<file path="src/rtl/seg_scan_display.sv">
`default_nettype none
// seg_scan_display: multiplexed 7-segment scanner with leading blanking and a shadow register reloaded per frame.
// Leading-zero suppression is compiled in by defining SEG_SCAN_LZS_EN. Rev 1.0
module seg_scan_display #(
  parameter int NUM_DIGITS  = 4,
  parameter int TICK_DIV    = 3,
  parameter int DWELL_TICKS = 4,
  parameter int BLANK_TICKS = 1
) (
  input  logic                    clk,
  input  logic                    reset,
  input  logic [4*NUM_DIGITS-1:0] data,
  input  logic [NUM_DIGITS-1:0]   dp_mask,
  input  logic                    lzs_en,
  output logic [NUM_DIGITS-1:0]   anode,
  output logic [6:0]              catode,
  output logic                    dp,
  output logic                    frame_done
);

  localparam int PW = (TICK_DIV > 1) ? $clog2(TICK_DIV) : 1;
  localparam int SW = 8;
  localparam int IW = (NUM_DIGITS > 1) ? $clog2(NUM_DIGITS) : 1;

  localparam logic [PW-1:0] PRESC_MAX = PW'(TICK_DIV - 1);
  localparam logic [SW-1:0] SLOT_MAX  = SW'(DWELL_TICKS - 1);
  localparam logic [SW-1:0] BLANK_END = SW'(BLANK_TICKS);
  localparam logic [IW-1:0] IDX_TOP   = IW'(NUM_DIGITS - 1);

  typedef enum logic {BLANK = 1'b0, SHOW = 1'b1} phase_t;
  localparam phase_t PHASE_RST = (BLANK_TICKS == 0) ? SHOW : BLANK;

  function automatic logic [6:0] seg_decode(input logic [3:0] nib);
    case (nib)
      4'h0:    seg_decode = 7'b0111111;
      4'h1:    seg_decode = 7'b0000110;
      4'h2:    seg_decode = 7'b1011011;
      4'h3:    seg_decode = 7'b1001111;
      4'h4:    seg_decode = 7'b1100110;
      4'h5:    seg_decode = 7'b1101101;
      4'h6:    seg_decode = 7'b1111101;
      4'h7:    seg_decode = 7'b0000111;
      4'h8:    seg_decode = 7'b1111111;
      4'h9:    seg_decode = 7'b1100111;
      4'hA:    seg_decode = 7'b1110111;
      4'hB:    seg_decode = 7'b1111100;
      4'hC:    seg_decode = 7'b0111001;
      4'hD:    seg_decode = 7'b1011110;
      4'hE:    seg_decode = 7'b1111001;
      default: seg_decode = 7'b1110001;
    endcase
  endfunction

  logic [PW-1:0]           presc, presc_nxt;
  logic [SW-1:0]           slot, slot_nxt;
  logic [IW-1:0]           idx, idx_nxt;
  phase_t                  phase, phase_nxt;
  logic [4*NUM_DIGITS-1:0] data_sh, data_sh_nxt;
  logic [NUM_DIGITS-1:0]   dpm_sh, dpm_sh_nxt;
  logic [NUM_DIGITS-1:0]   anode_nxt, sel;
  logic [6:0]              catode_nxt;
  logic                    dp_nxt, tick, wrap, dp_bit, suppress;
  logic [3:0]              nib;

`ifdef SEG_SCAN_LZS_EN
  logic zero_run;
`else
  logic unused_lzs;
  assign unused_lzs = lzs_en;
`endif

  always_ff @(posedge clk or negedge reset) begin
    if (!reset) begin
      presc      <= '0;
      slot       <= '0;
      idx        <= IDX_TOP;
      phase      <= PHASE_RST;
      data_sh    <= '0;
      dpm_sh     <= '0;
      anode      <= '1;
      catode     <= '0;
      dp         <= 1'b0;
      frame_done <= 1'b0;
    end else begin
      presc      <= presc_nxt;
      slot       <= slot_nxt;
      idx        <= idx_nxt;
      phase      <= phase_nxt;
      data_sh    <= data_sh_nxt;
      dpm_sh     <= dpm_sh_nxt;
      anode      <= anode_nxt;
      catode     <= catode_nxt;
      dp         <= dp_nxt;
      frame_done <= wrap;
    end
  end

  always_comb begin
    tick      = (presc == PRESC_MAX);
    presc_nxt = tick ? '0 : presc + 1'b1;
    slot_nxt  = slot;
    idx_nxt   = idx;
    wrap      = 1'b0;
    if (tick) begin
      if (slot == SLOT_MAX) begin
        slot_nxt = '0;
        if (idx == '0) begin
          idx_nxt = IDX_TOP;
          wrap    = 1'b1;
        end else begin
          idx_nxt = idx - 1'b1;
        end
      end else begin
        slot_nxt = slot + 1'b1;
      end
    end

    phase_nxt = phase;
    case (phase)
      BLANK: if (slot_nxt >= BLANK_END) phase_nxt = SHOW;
      SHOW:  if ((BLANK_TICKS != 0) && (slot_nxt < BLANK_END)) phase_nxt = BLANK;
    endcase

    data_sh_nxt = wrap ? data : data_sh;
    dpm_sh_nxt  = wrap ? dp_mask : dpm_sh;

    // Outputs follow next-state so they change on the same edge as phase/index.
    sel      = '0;
    nib      = 4'h0;
    dp_bit   = 1'b0;
    suppress = 1'b0;
`ifdef SEG_SCAN_LZS_EN
    zero_run = 1'b1;
`endif
    for (int i = NUM_DIGITS - 1; i >= 0; i--) begin
`ifdef SEG_SCAN_LZS_EN
      zero_run = zero_run && (data_sh_nxt[4*i +: 4] == 4'h0);
`endif
      if (idx_nxt == IW'(i)) begin
        sel[i] = 1'b1;
        nib    = data_sh_nxt[4*i +: 4];
        dp_bit = dpm_sh_nxt[i];
`ifdef SEG_SCAN_LZS_EN
        suppress = lzs_en && zero_run && (i > 0);
`endif
      end
    end

    anode_nxt  = '1;
    catode_nxt = '0;
    dp_nxt     = 1'b0;
    if ((phase_nxt == SHOW) && !suppress) begin
      anode_nxt  = ~sel;
      catode_nxt = seg_decode(nib);
      dp_nxt     = dp_bit;
    end
  end

endmodule
`default_nettype wire
</file>
<file path="config.mk">
export PLATFORM = sky130hd
export DESIGN_NAME = seg_scan_display
export DESIGN_NICKNAME = d
export VERILOG_FILES = /design/src/rtl/seg_scan_display.sv
export SDC_FILE = /design/constraint.sdc
export NUM_CORES = 1
export LEC_CHECK = 0
export BUFFER_PORTS_ARGS = -buffer_cell sky130_fd_sc_hd__clkbuf_2
export CORE_UTILIZATION = 53
export CTS_BUF_LIST = sky130_fd_sc_hd__clkbuf_4 sky130_fd_sc_hd__clkbuf_8
export DETAILED_ROUTE_END_ITERATION = 8
export HOLD_SLACK_MARGIN = 0.1
export PLACE_DENSITY = 0.77
export SETUP_SLACK_MARGIN = 0.02
export SLEW_MARGIN = 20
export SYNTH_ARGS = -nofsm -noshare
export SYNTH_HDL_FRONTEND = slang
export SYNTH_SLANG_ARGS = --single-unit
</file>
<file path="constraint.sdc">
create_clock -name clk -period 3.25 [get_ports clk]
set_input_delay 0.325 -clock clk [delete_from_list [all_inputs] [get_ports clk]]
set_output_delay 0.325 -clock clk [all_outputs]
set_load 0.02 [all_outputs]
</file>
After elaboration in Yosys (flattened, before gate mapping):

Memories as Yosys holds them, arrays and structs flattened.
Index checks and enable logic that the tools add are counted.

* bits in registers: 46
* memory bits (read-only): 112
* input port bits: 23
* output and inout port bits: 13
* word-level logic and storage cells: 54
* memories: 1

* add/subtract/negate cells: 3
* magnitude comparators: 2
* equality and inequality tests: 5
* mux-type cells: 29
* bitwise logic cells: 2
* reduce and logical (&&, ||, !) cells: 2

Memory list
* (no name shown): depth 16, bits a word 7, rd ports 1, clocked after Yosys merged registers in 0, wr ports 0, line 34 `case (nib)`

Operators by type and width (number)
* 2-to-1 mux 4 bit: 6
* 2-to-1 mux 16 bit: 1
* 2-to-1 mux 8 bit: 2
* 2-to-1 mux 1 bit: 14
* adder 8 x 1 -> 8 bit (second input constant): 1
* equality test 8 x 2 -> 1 bit (second input constant): 1
* greater-or-equal comparator 8 x 1 -> 1 bit (second input constant): 1
* less-than comparator 8 x 1 -> 1 bit (second input constant): 1
* 2-to-1 mux 2 bit: 4
* 2-to-1 mux 7 bit: 1
* equality test 2 bit (second input constant): 3
* logical NOT 2 bit: 2
* inverter 4 bit: 1
* adder 2 x 1 -> 2 bit (second input constant): 1
* equality test 2 x 1 -> 1 bit (second input constant): 1
* one-hot mux 1 bit (2 select lines): 1
* subtractor 2 x 1 -> 2 bit (second input constant): 1
* inverter 1 bit: 1

Logic depth before layout (Yosys ltp):

An unclocked memory read counts as a cell.

* depth in word-level cells: 11
* gate-level depth with buffers: 12
* mapped depth without buffers: 12

Worst setup path after synthesis:

No wires, ideal clock.

* kind: reg2reg
* from: register idx[0]
* to: register catode[3]
* setup time: 0.082 ns
* data arrival time: 3.104 ns
* data required time: 3.168 ns
* path slack: 0.064 ns
* stages on the path, launching flop included: 12
* path buffers: 0
* period minus slack after synthesis: 3.186 ns
* cell sequence: dfstp_2 inv_1 ha_1 nor4bb_1 nand3_1 mux2_4 nor3b_1 o22a_2 ha_1 or2_2 a21o_1 a31oi_1

* longest elaborated chain between the ends: 11
* elaborated cells on any way between the ends: 19
* those cells by class: 1 x add/sub; 3 x eq/ne; 12 x mux; 2 x reduce/logical; 1 x memory

Ends and longest elaborated chain
* start, declared: line 56 `logic [IW-1:0] idx, idx_nxt;`
* start signal, assigned: line 87 `idx <= idx_nxt;`
* subtractor 2 x 1 -> 2 bit or logical NOT 2 bit (tied branches): line 111, 107
* 2-to-1 mux 2 bit: line 107 `if (idx == '0) begin`
* 2-to-1 mux 2 bit: line 105 `if (slot == SLOT_MAX) begin`
* 2-to-1 mux 2 bit *: line 104 `if (tick) begin`
* via idx_nxt[0]: line 56
* equality test 2 bit: line 139 `if (idx_nxt == IW'(i)) begin`
* 2-to-1 mux 4 bit (3 in a row): line 139
* 2-to-1 mux 4 bit *: line 139
* memory (16 x 7 bit) *
* 2-to-1 mux 7 bit *: line 152 `if ((phase_nxt == SHOW) && !suppress) begin`
* via catode_nxt[3]: line 61 `logic [6:0] catode_nxt;`
* end signal, assigned: line 92 `catode <= catode_nxt;`
* end, declared: line 16 `output logic [6:0] catode,`

Mark *: on every way through the listed nets, which the timed path passes. The rest lies on a longest branch.

Final worst setup path:

* from: register slot[4]
* to: register catode[6]

* longest elaborated chain between the ends: 10
* elaborated cells on any way between the ends: 24
* those cells by class: 1 x add/sub; 2 x order compare; 4 x eq/ne; 15 x mux; 1 x reduce/logical; 1 x memory

Ends and longest elaborated chain
* start, declared: line 55 `logic [SW-1:0] slot, slot_nxt;`
* start signal, assigned: line 86 `slot <= slot_nxt;`
* parallel branches: the longest is 9 deep, another holds adder 8 x 1 -> 8 bit
* 2-to-1 mux 7 bit *: line 152
* via catode_nxt[6]: line 61

Mark *: on every way through the listed nets, which the timed path passes.

==> flow_metrics.py <==
metrics = {
    "outcome": {
        "status": "complete, no violations",
    },
    "timing": {
        "max_slew_margin_pct": 55.84,
        "rsz0062_at_grt": "true",
        "period_share_pct": 96.36,
        "fin_skew_ps": 9.379,
        "worstMarginPinSlew_ps": 661.9,
        "hold_viol": 0,
        "slew_violations": 0,
        "fin_crit_ps": 3132,
        "max_freq_ghz": 0.3193,
        "setup_viol": 0,
    },
    "drt": {
        "drt-total-wl_mm": 5.225,
        "drt_iter0_drc": 57,
        "ant_nets": 0,
        "wl_per_cell_um": 16.48,
        "vias_per_cell": 5.801,
        "dr.pass1.iters": 4,
        "dr_total_vias": 1839,
        "drc": 0,
    },
    "setup_path": {
        "start_kind": "flop",
        "ff2ff_path_depth": 9,
        "crit_fanout": 7,
        "rrSetupSlack_ps": 120,
        "setup.worst_path.end": "catode[6]",
        "cp-end-kind": "flop",
        "reg2reg_to": "catode[6]",
        "crit_start": "slot[4]",
        "cp_cell_sequence": "or4_4 > o31ai_4 > nand2_2 > and3_1 > a31oi_4 > inv_2 > ha_1 > mux2_1 > a211oi_1",
        "critPathKind": "flop to flop",
        "required_ps": 3460,
        "cp_slowest_cell": "or4_4",
        "slowest_delay_ps": 620,
        "crit_arrival_ps": 3340,
        "rr_startpoint": "slot[4]",
    },
    "clocking": {
        "cts_tree": "done",
        "cts_max_path_buffers": 2,
        "clk_pin_slew_ps": 80,
        "clock-sinks": 45,
        "clkLatencyLatePin_ps": 300,
        "cts_max_level": 2,
        "cts_root_buf": "clkbuf_8",
        "numCtsBuffers": 5,
    },
    "placed_design": {
        "dp_hpwl_mm": 3.456,
        "portBuffers": 34,
        "dp.cells": 302,
        "routabilityCongestion": 0.8547,
    },
    "floorplanning": {
        "dieArea_um2": 4884,
        "core_region_area_um2": 4384,
        "io_pins": 36,
        "start_util_pct": 55.71,
        "die_y_um": 69.89,
        "die_w_um": 69.89,
        "rows": 24,
    },
    "global_routing": {
        "grt_usage_pct": 22.37,
        "grt_pass1_vias": 1818,
        "grt_pass1_wl_mm": 8.445,
        "grt_max_degree": 46,
        "antenna_found_initial": 0,
        "overflow": 0,
    },
    "logic_synthesis": {
        "synth_cells": 212,
        "yosys.cell_types.count": 63,
        "synth_top_area_share_pct": 39.96,
        "synth_top_flop_cell": "dfrtp_1",
        "postSynthAreaPerCell_um2": 11.52,
        "yosys_register_bits": 45,
        "ys_warn_count": 0,
        "synth.area.top_cells": "dfrtp_1, mux2_2, dfstp_2, ha_1, mux2i_1",
        "syn_nets": 242,
        "syn-cell-area_um2": 2442,
        "ys_seq_area_share_pct": 46.41,
        "synthArstFlopShare_pct": 100.0,
        "yosysTopAreaCell": "dfrtp_1",
        "synth_enable_flop_cells": 0,
    },
    "pwr": {
        "p_per_area_nw_per_um2": 356.7,
        "leakagePower_nw": 1.382,
        "power_mw": 1.045,
        "vdd_drop_max_mv": 0.1973,
    },
    "min_path": {
        "hp-class": "input pin to flop",
    },
    "final_layout": {
        "syn_to_final_growth_pct": 19.93,
        "final_cells": 317,
        "n_antenna_cell": 0,
        "mostFrequentLayoutCell": "dfrtp_1",
        "drive_above_1_share_pct": 41.89,
        "finalNetCount": 294,
        "final_cell_mix": "dfrtp_1, clkbuf_2, mux2_2, buf_4, nor2_1",
    },
    "run": {
        "cap_violations": 0,
    },
}
## state kept, by name, summed over array words and instances (netlist names)
| register | flops |
|---|---|
| anode | 4 |
| catode | 7 |
| data_sh | 16 |
| dp | 1 |
| dpm_sh | 4 |
| frame_done | 1 |
| idx | 2 |
| presc | 2 |
| slot | 8 |
## report_power, final
group	total (mW)	leakage, nW	internal (mW)	switching (mW)
logic	0.0858	0.771	0.0411	0.0447
registers	0.578	0.557	0.572	0.00610
clock network	0.381	0.0542	0.192	0.188
total	1.04	1.38	0.806	0.239
## per-layer routing
metal  share of wire [%]  global-route usage [%]
met3                 3.7                   5.195
met4                 1.4                   8.444
met1                  45                   29.13
met2                  50                   36.32
met5                   0                       0
## synthesized netlist by cell type (2+ instances only)
master and instances:
dfrtp_1 39, mux2_2 21, nor2_1 13, inv_1 12, nand2_1 9, ha_1 7
dfstp_2 6, mux2i_1 6, nand3_1 6, a21oi_1 5, nand4_1 5, nand2b_1 4
nor3_1 4, xnor2_1 4, a211oi_1 3, a21o_1 3, and3_1 3, buf_6 3
clkbuf_1 3, o31ai_1 3, a221oi_1 2, a31oi_1 2, buf_2 2, nand3b_1 2
nor2b_1 2, nor3_2 2, o211ai_1 2, o21ai_0 2, or3_1 2, xor2_1 2
## metrics by stage
step	area, µm²	TNS (ps)	hold slack (ps)	util, %	setup slack [ps]
final	2929	0	252.3	66.81	118.3
after floorplan	2442	0	29.41	-	64.15
after CTS	2818	0	245.1	64.27	60.19
after global placement	2713	0	475.5	61.87	106.9
after detailed placement	2713	0	483.6	61.87	36.57
after global routing	2929	-58.78	248.1	66.81	-46.09
## kinds of logic after synthesis
| kind of cell | synth area share, % |
|---|---|
| DFF | 46.41 |
| adders and majority gates | 3.586 |
| AOI/OAI and AO/OA | 14.60 |
| buffers and inverters | 4.610 |
| and+or+nand+nor | 15.42 |
| xor gates and xnor gates | 2.152 |
| muxes | 13.22 |
## what timing repair did
action                     CTS  global route
hold endpoints to repair     0            39
gates cloned                 0             1
hold buffers                 0             1
buffers inserted             0             5
setup endpoints to repair    1             6
pin swaps                    0             1
gates resized for setup      1             9
## layout make-up
class	count	area (µm²)
clock buffers	7	96.34
clock inverters	1	5.005
fillers	332	1455
inverters	14	57.56
multi-input cells	146	1261
repair buffers	52	310.3
well taps	52	65.06
flip-flops and latches	45	1134
## how the worst min path moves through the flow
stage                     startpoint     endpoint  cells after the start
after floorplan                reset    catode[0]                      0
after global placement     dpm_sh[1]    dpm_sh[1]                      1
after detailed placement  data_sh[1]   data_sh[1]                      1
after CTS                      reset      slot[0]                      1
after global routing         data[3]   data_sh[3]                      2
final                       data[10]  data_sh[10]                      2
## critical path: cells and delay by family (launching register included)
family,cells,cell delay [ps]
DFF,1,450
adders and majority gates,1,230
AOI/OAI and AO/OA,3,860
and+or+nand+nor,3,1070
buffers and inverters,1,90
muxes,1,300
(Power assumes the default switching activity.)
